===== config.mk =====
export PLATFORM = sky130hd
export DESIGN_NAME = vcache_stat_collector
export DESIGN_NICKNAME = d
export VERILOG_FILES = /design/src/rtl/vcache_stat_collector.sv
export SDC_FILE = /design/constraint.sdc
export NUM_CORES = 2
export LEC_CHECK = 0
export CAP_MARGIN = 20
export CORE_MARGIN = 1.5
export CORE_UTILIZATION = 60
export DETAILED_ROUTE_END_ITERATION = 10
export PLACE_DENSITY = 0.79
export SETUP_SLACK_MARGIN = 0.15
export SYNTH_ARGS = -nofsm -noshare
export SYNTH_HDL_FRONTEND = slang
export SYNTH_SLANG_ARGS = --single-unit

===== constraint.sdc =====
create_clock -name clk_i -period 49.3 [get_ports clk_i]
set_input_delay 12.325 -clock clk_i [delete_from_list [all_inputs] [get_ports clk_i]]
set_output_delay 12.325 -clock clk_i [all_outputs]
set_load 0.02 [all_outputs]

===== src/rtl/vcache_stat_collector.sv =====
//==============================================================================
// Module      : vcache_stat_collector
// Description : Per-channel saturating event counters for a vcache array.
//               A tagged snapshot request freezes every counter into a shadow
//               bank, which is then drained one word per accepted transfer
//               over a valid/yumi stream in ascending (cache, event) order.
// Revision    : 1.0 - initial release
//==============================================================================
`default_nettype none

module vcache_stat_collector #(
    parameter int num_cache_p     = 4,
    parameter int ctr_width_p     = 32,
    parameter int tag_width_p     = 32,
    parameter int clear_on_snap_p = 0,
    localparam int c_id_w         = (num_cache_p > 1) ? $clog2(num_cache_p) : 1
) (
    input  logic                   clk_i,
    input  logic                   reset_i,
    input  logic [num_cache_p-1:0] inc_ld_i,
    input  logic [num_cache_p-1:0] inc_st_i,
    input  logic [num_cache_p-1:0] inc_ld_miss_i,
    input  logic [num_cache_p-1:0] inc_st_miss_i,
    input  logic [num_cache_p-1:0] miss_busy_i,
    input  logic                   snap_v_i,
    input  logic [tag_width_p-1:0] snap_tag_i,
    output logic                   snap_ready_o,
    output logic                   v_o,
    output logic [ctr_width_p-1:0] data_o,
    output logic [c_id_w-1:0]      cache_id_o,
    output logic [2:0]             event_id_o,
    output logic [tag_width_p-1:0] tag_o,
    output logic                   last_o,
    input  logic                   yumi_i
);

    localparam int                     c_num_ev  = 5;
    localparam logic [2:0]             c_last_ev = 3'd4;
    localparam logic [c_id_w-1:0]      c_last_ch = c_id_w'(num_cache_p - 1);
    localparam logic [c_id_w-1:0]      c_ch_one  = c_id_w'(1);
    localparam logic [ctr_width_p-1:0] c_sat     = {ctr_width_p{1'b1}};
    localparam logic [ctr_width_p-1:0] c_one     = ctr_width_p'(1);
    localparam logic [ctr_width_p-1:0] c_zero    = {ctr_width_p{1'b0}};

    typedef enum logic [0:0] {
        ST_IDLE  = 1'b0,
        ST_DRAIN = 1'b1
    } state_t;

    state_t                   r_state;
    logic                     r_ready;
    logic                     r_v;
    logic                     r_last;
    logic [ctr_width_p-1:0]   r_data;
    logic [c_id_w-1:0]        r_cache;
    logic [2:0]               r_event;
    logic [tag_width_p-1:0]   r_tag;

    logic [c_num_ev-1:0]      w_inc  [num_cache_p];
    logic [ctr_width_p-1:0]   w_live [num_cache_p][c_num_ev];
    logic [ctr_width_p-1:0]   r_shadow [num_cache_p][c_num_ev];

    logic                     w_snap_accept;
    logic                     w_last_word;
    logic [c_id_w-1:0]        w_next_cache;
    logic [2:0]               w_next_event;
    logic                     w_next_last;

    // Snapshots are only taken from IDLE; requests during a drain are dropped.
    assign w_snap_accept = (r_state == ST_IDLE) && snap_v_i;
    assign w_last_word   = (r_cache == c_last_ch) && (r_event == c_last_ev);

    // Drain index walks events 0..4 within a channel, then steps the channel.
    always_comb begin
        w_next_cache = r_cache;
        w_next_event = r_event + 3'd1;
        if (r_event == c_last_ev) begin
            w_next_cache = r_cache + c_ch_one;
            w_next_event = 3'd0;
        end
        w_next_last = (w_next_cache == c_last_ch) && (w_next_event == c_last_ev);
    end

    generate
        for (genvar c = 0; c < num_cache_p; c++) begin : g_ch
            // Event order matches event_id_o: ld, st, ld_miss, st_miss, miss_cycles.
            assign w_inc[c] = {miss_busy_i[c], inc_st_miss_i[c], inc_ld_miss_i[c],
                               inc_st_i[c], inc_ld_i[c]};

            for (genvar e = 0; e < c_num_ev; e++) begin : g_ev
                logic [ctr_width_p-1:0] r_cnt;

                // Saturating event counter; optionally restarts at the snapshot edge,
                // keeping that cycle's own event so nothing is lost or counted twice.
                always_ff @(posedge clk_i) begin
                    if (reset_i) begin
                        r_cnt <= c_zero;
                    end else if (w_snap_accept && (clear_on_snap_p != 0)) begin
                        r_cnt <= w_inc[c][e] ? c_one : c_zero;
                    end else if (w_inc[c][e] && (r_cnt != c_sat)) begin
                        r_cnt <= r_cnt + c_one;
                    end
                end

                assign w_live[c][e] = r_cnt;
            end
        end
    endgenerate

    // Shadow bank captures pre-edge live values when a snapshot is accepted.
    always_ff @(posedge clk_i) begin
        if (reset_i) begin
            for (int c = 0; c < num_cache_p; c++) begin
                for (int e = 0; e < c_num_ev; e++) begin
                    r_shadow[c][e] <= c_zero;
                end
            end
        end else if (w_snap_accept) begin
            for (int c = 0; c < num_cache_p; c++) begin
                for (int e = 0; e < c_num_ev; e++) begin
                    r_shadow[c][e] <= w_live[c][e];
                end
            end
        end
    end

    // Snapshot/drain controller with registered stream outputs.
    always_ff @(posedge clk_i) begin
        if (reset_i) begin
            r_state <= ST_IDLE;
            r_ready <= 1'b1;
            r_v     <= 1'b0;
            r_last  <= 1'b0;
            r_data  <= c_zero;
            r_cache <= '0;
            r_event <= 3'd0;
            r_tag   <= '0;
        end else begin
            case (r_state)
                ST_IDLE: begin
                    if (snap_v_i) begin
                        r_state <= ST_DRAIN;
                        r_ready <= 1'b0;
                        r_v     <= 1'b1;
                        r_cache <= '0;
                        r_event <= 3'd0;
                        r_tag   <= snap_tag_i;
                        // First word is the pre-edge value of counter (0,0),
                        // identical to what the shadow bank is capturing.
                        r_data  <= w_live[0][0];
                        r_last  <= 1'b0;
                    end
                end
                ST_DRAIN: begin
                    if (yumi_i) begin
                        if (w_last_word) begin
                            r_state <= ST_IDLE;
                            r_ready <= 1'b1;
                            r_v     <= 1'b0;
                            r_last  <= 1'b0;
                        end else begin
                            r_cache <= w_next_cache;
                            r_event <= w_next_event;
                            r_data  <= r_shadow[w_next_cache][w_next_event];
                            r_last  <= w_next_last;
                        end
                    end
                end
                default: begin
                    r_state <= ST_IDLE;
                end
            endcase
        end
    end

    assign snap_ready_o = r_ready;
    assign v_o          = r_v;
    assign data_o       = r_data;
    assign cache_id_o   = r_cache;
    assign event_id_o   = r_event;
    assign tag_o        = r_tag;
    assign last_o       = r_last;

endmodule

`default_nettype wire


==> reports/metrics.cfg <==
[floorplan]
rows=121
die_x_um=335
io-pin-count=128
die_h_um=335
start_util_pct=60.7
dieArea_um2=113000
fp.coreArea_um2=109000

[sta]
worstMarginPinSlew_ns=1.27
clock_skew_ns=0.0337
slew_headroom_pct=14.9
maxClockFrequency_mhz=61.3
timing.final.crit_share_pct=33.1
min_period_ns=16.31
drv_slew=0
setup_viol=0
finalHoldViolCount=0
rsz0062_at_grt=false
tns_ns=0
setup_slack_ns=32.99

[worst_setup_path]
worstPathCellList=clkdlybuf4s50_1, nand2b_4, nand2_4, buf_4, buf_4, buf_4, buf_16
start_kind=input port
reg2reg_slack_ns=44.12
slowest_delay_ns=0.81
crit_path_end_kind=flip-flop
crit_start=snap_v_i
crit_top_cell=buf_4
crit_path_max_fanout=68
required_ns=49.73
arrival_ns=16.73
cp.depth=7
r2r-end=data_o[4]$_SDFFE_PP0P_
r2r_start=event_id_o[0]$_SDFFE_PP0P_
path_buf_inv=5
critPathKind=in -> reg
endpoint=r_shadow[0][0]$_SDFFCE_PN0P_
path_delay_family=buffers and inverters
r2r_cells=11
cp_slowest_cell=nand2_4

[grt]
grt_overflow=0
grt_first_pass_wirelength_um=297000
grt_pass1_vias=51094
grt_usage_pct=33.6
grt_start_max_net_pins=241
antenna_found_initial=8

[finish]
mostFrequentLayoutCell=dfxtp_1
nets=6824
final_cell_mix=dfxtp_1, edfxtp_1, and3_1
drive_gt1_share_pct=6.51
areaGrowthSynthToFinish_pct=10.2

[synth]
synth_nets=7007
synthArstFlopShare_pct=0
synth_edf_count=640
synth_ff_type=dfxtp_1
synthCells=6928
seq_area_frac_synth_pct=50.5
synth.distinct_cells=81
syn_area_per_cell_um2=9.57
syn_area_um2=66300
synth_warnings=0
ys_ff_latch=1353

[cts]
cts_buffer_depth=3
clkLatencyLatePin_ns=0.78
cts_tree=built
hold_buffers=0
cts_buffers=140
cts_root_buf=clkbuf_16
path_clk_slew_ns=0.05
post-cts-setup-buffers=0
cts_resized=0
cts.htree.levels=4
clock-sinks=1353

[pwr]
powerDensity_nw_per_um2=33.8
combPwrFrac_pct=5.2
seqPwrFrac_pct=50.0
peakVddDrop_mv=0.0354
p_leak_nw=25.6
p_sw_mw=0.572
netSwitchingFraction_pct=23.2
p_int_mw=1.90
clkPwrFrac_pct=44.8

[route]
drtAntennaViolNets=0
via_per_inst=6.84
post_drt_wl_per_cell_um=23.3
routed_wl_um=194000
drcViolationCount=1
vias=57092
detail_route.iter0.violations=7931
first_pass_iters=10

[placed_design]
portBuffers=127
pre_cts_slack_ns=32.12
gp_congestion=0.984
hpwl_um=127000

[outcome]
status=finished with violations
failed_checks=DRC

[job]
max_cap_violations=0

[hold_path]
hold_depth=2
hold_class=reg -> reg

[metrics by stage]
step                      power [mW]  utilization (%)  instance area, um^2  hold slack (ns)  instances
final                           2.47             66.9                73000            0.452       8343
after global routing            2.53             66.9                73000            0.471       8341
after CTS                       2.47             66.8                72900            0.452       8327
after detailed placement        1.38             62.4                68100            0.444       8066
after global placement          1.38             62.4                68100            0.439       8062
after floorplan                 1.34                -                66300            0.452       6928
[state kept, by name (all words and copies together) (netlist names)]
name             flops
snap_ready_o         1
g_ch.g_ev.r_cnt    640
cache_id_o           2
v_o                  1
last_o               1
data_o              32
event_id_o           3
r_state              1
r_shadow           640
tag_o               32
[tightest hold or removal path, delay by kind of cell, from the launching register on]
family | cells | cell delay [ns]
DFF | 1 | 0.31
buffers and inverters | 1 | 0.05
AOI/OAI and AO/OA | 1 | 0.05
[layer usage]
layer	track usage [%]	vias to the layer above	part of all wire [%]
met5	0	-	0.0067
met4	15.4	2	4.8
met3	7.61	464	12
met2	49.1	3201	43
met1	47.5	27379	40
li1	-	26046	-
[synthesized netlist by cell type, types with 59 or more instances]
| cell | count | area [um^2] |
|---|---|---|
| or4_1 | 138 | 1040 |
| xnor2_1 | 129 | 1130 |
| a211oi_1 | 71 | 533 |
| a21oi_1 | 481 | 2410 |
| nor4_1 | 71 | 444 |
| mux2i_1 | 148 | 1480 |
| nand3_1 | 389 | 1950 |
| nor2b_1 | 119 | 744 |
| nand2_1 | 412 | 1550 |
| inv_1 | 93 | 349 |
| edfxtp_1 | 640 | 19200 |
| nand4_1 | 182 | 1140 |
| dfxtp_1 | 713 | 14300 |
| nor3_1 | 119 | 596 |
| or3_1 | 246 | 1540 |
| and4_1 | 104 | 911 |
| a31oi_1 | 151 | 945 |
| o21ai_0 | 337 | 1690 |
| nor2_1 | 398 | 1490 |
| clkbuf_1 | 490 | 1840 |
| a311oi_1 | 68 | 596 |
| and3_1 | 628 | 3930 |
| a22oi_1 | 125 | 938 |
| xor2_1 | 59 | 517 |
| o31ai_1 | 124 | 931 |
[worst min path at each step]
| stage | from | to | slack (ns) |
|---|---|---|---|
| 4_1_cts | snap_ready_o$_SDFFE_PP1P_ | snap_ready_o$_SDFFE_PP1P_ | 0.45 |
| 2_1_floorplan | g_ch[0].g_ev[1].r_cnt[13]$_SDFFE_PP0P_ | g_ch[0].g_ev[1].r_cnt[13]$_SDFFE_PP0P_ | 0.45 |
| 6_report | snap_ready_o$_SDFFE_PP1P_ | snap_ready_o$_SDFFE_PP1P_ | 0.45 |
| 5_1_grt | tag_o[20]$_SDFFE_PP0P_ | tag_o[20]$_SDFFE_PP0P_ | 0.47 |
| 3_5_place_dp | snap_ready_o$_SDFFE_PP1P_ | snap_ready_o$_SDFFE_PP1P_ | 0.44 |
| 3_3_place_gp | snap_ready_o$_SDFFE_PP1P_ | snap_ready_o$_SDFFE_PP1P_ | 0.44 |
[cells by family (layout without fill, tap and decap cells)]
kind of cell,count (synthesis),after routing,share of synthesized area (%)
and+or+nand+nor,2923,2923,24.4
AOI/OAI and AO/OA,1596,1596,15.2
DFF,1353,1353,50.5
buffers and inverters,641,577,3.73
muxes,204,204,3.20
xor gates and xnor gates,188,188,2.48
adders and majority gates,23,23,0.434
other,0,3,0
[power groups by stage]
stage,logic [mW],clock network (mW),registers (mW)
finish,0.128,1.11,1.23
global placement,0.120,0,1.25
global route,0.135,1.15,1.24
detailed placement,0.123,0,1.26
floorplan,0.0697,0,1.27
CTS,0.124,1.11,1.23
[area by class of cell]
class | count | area [um^2]
diodes | 3 | 7.51
well taps | 1476 | 1850
flip-flops and latches | 1353 | 33500
inverters | 93 | 357
multi-input cells | 4934 | 30500
repair buffers | 223 | 2070
clock inverters | 59 | 698
clock buffers | 202 | 4080
fillers | 8268 | 36100
Note: power is estimated with default switching activity, not from simulation.
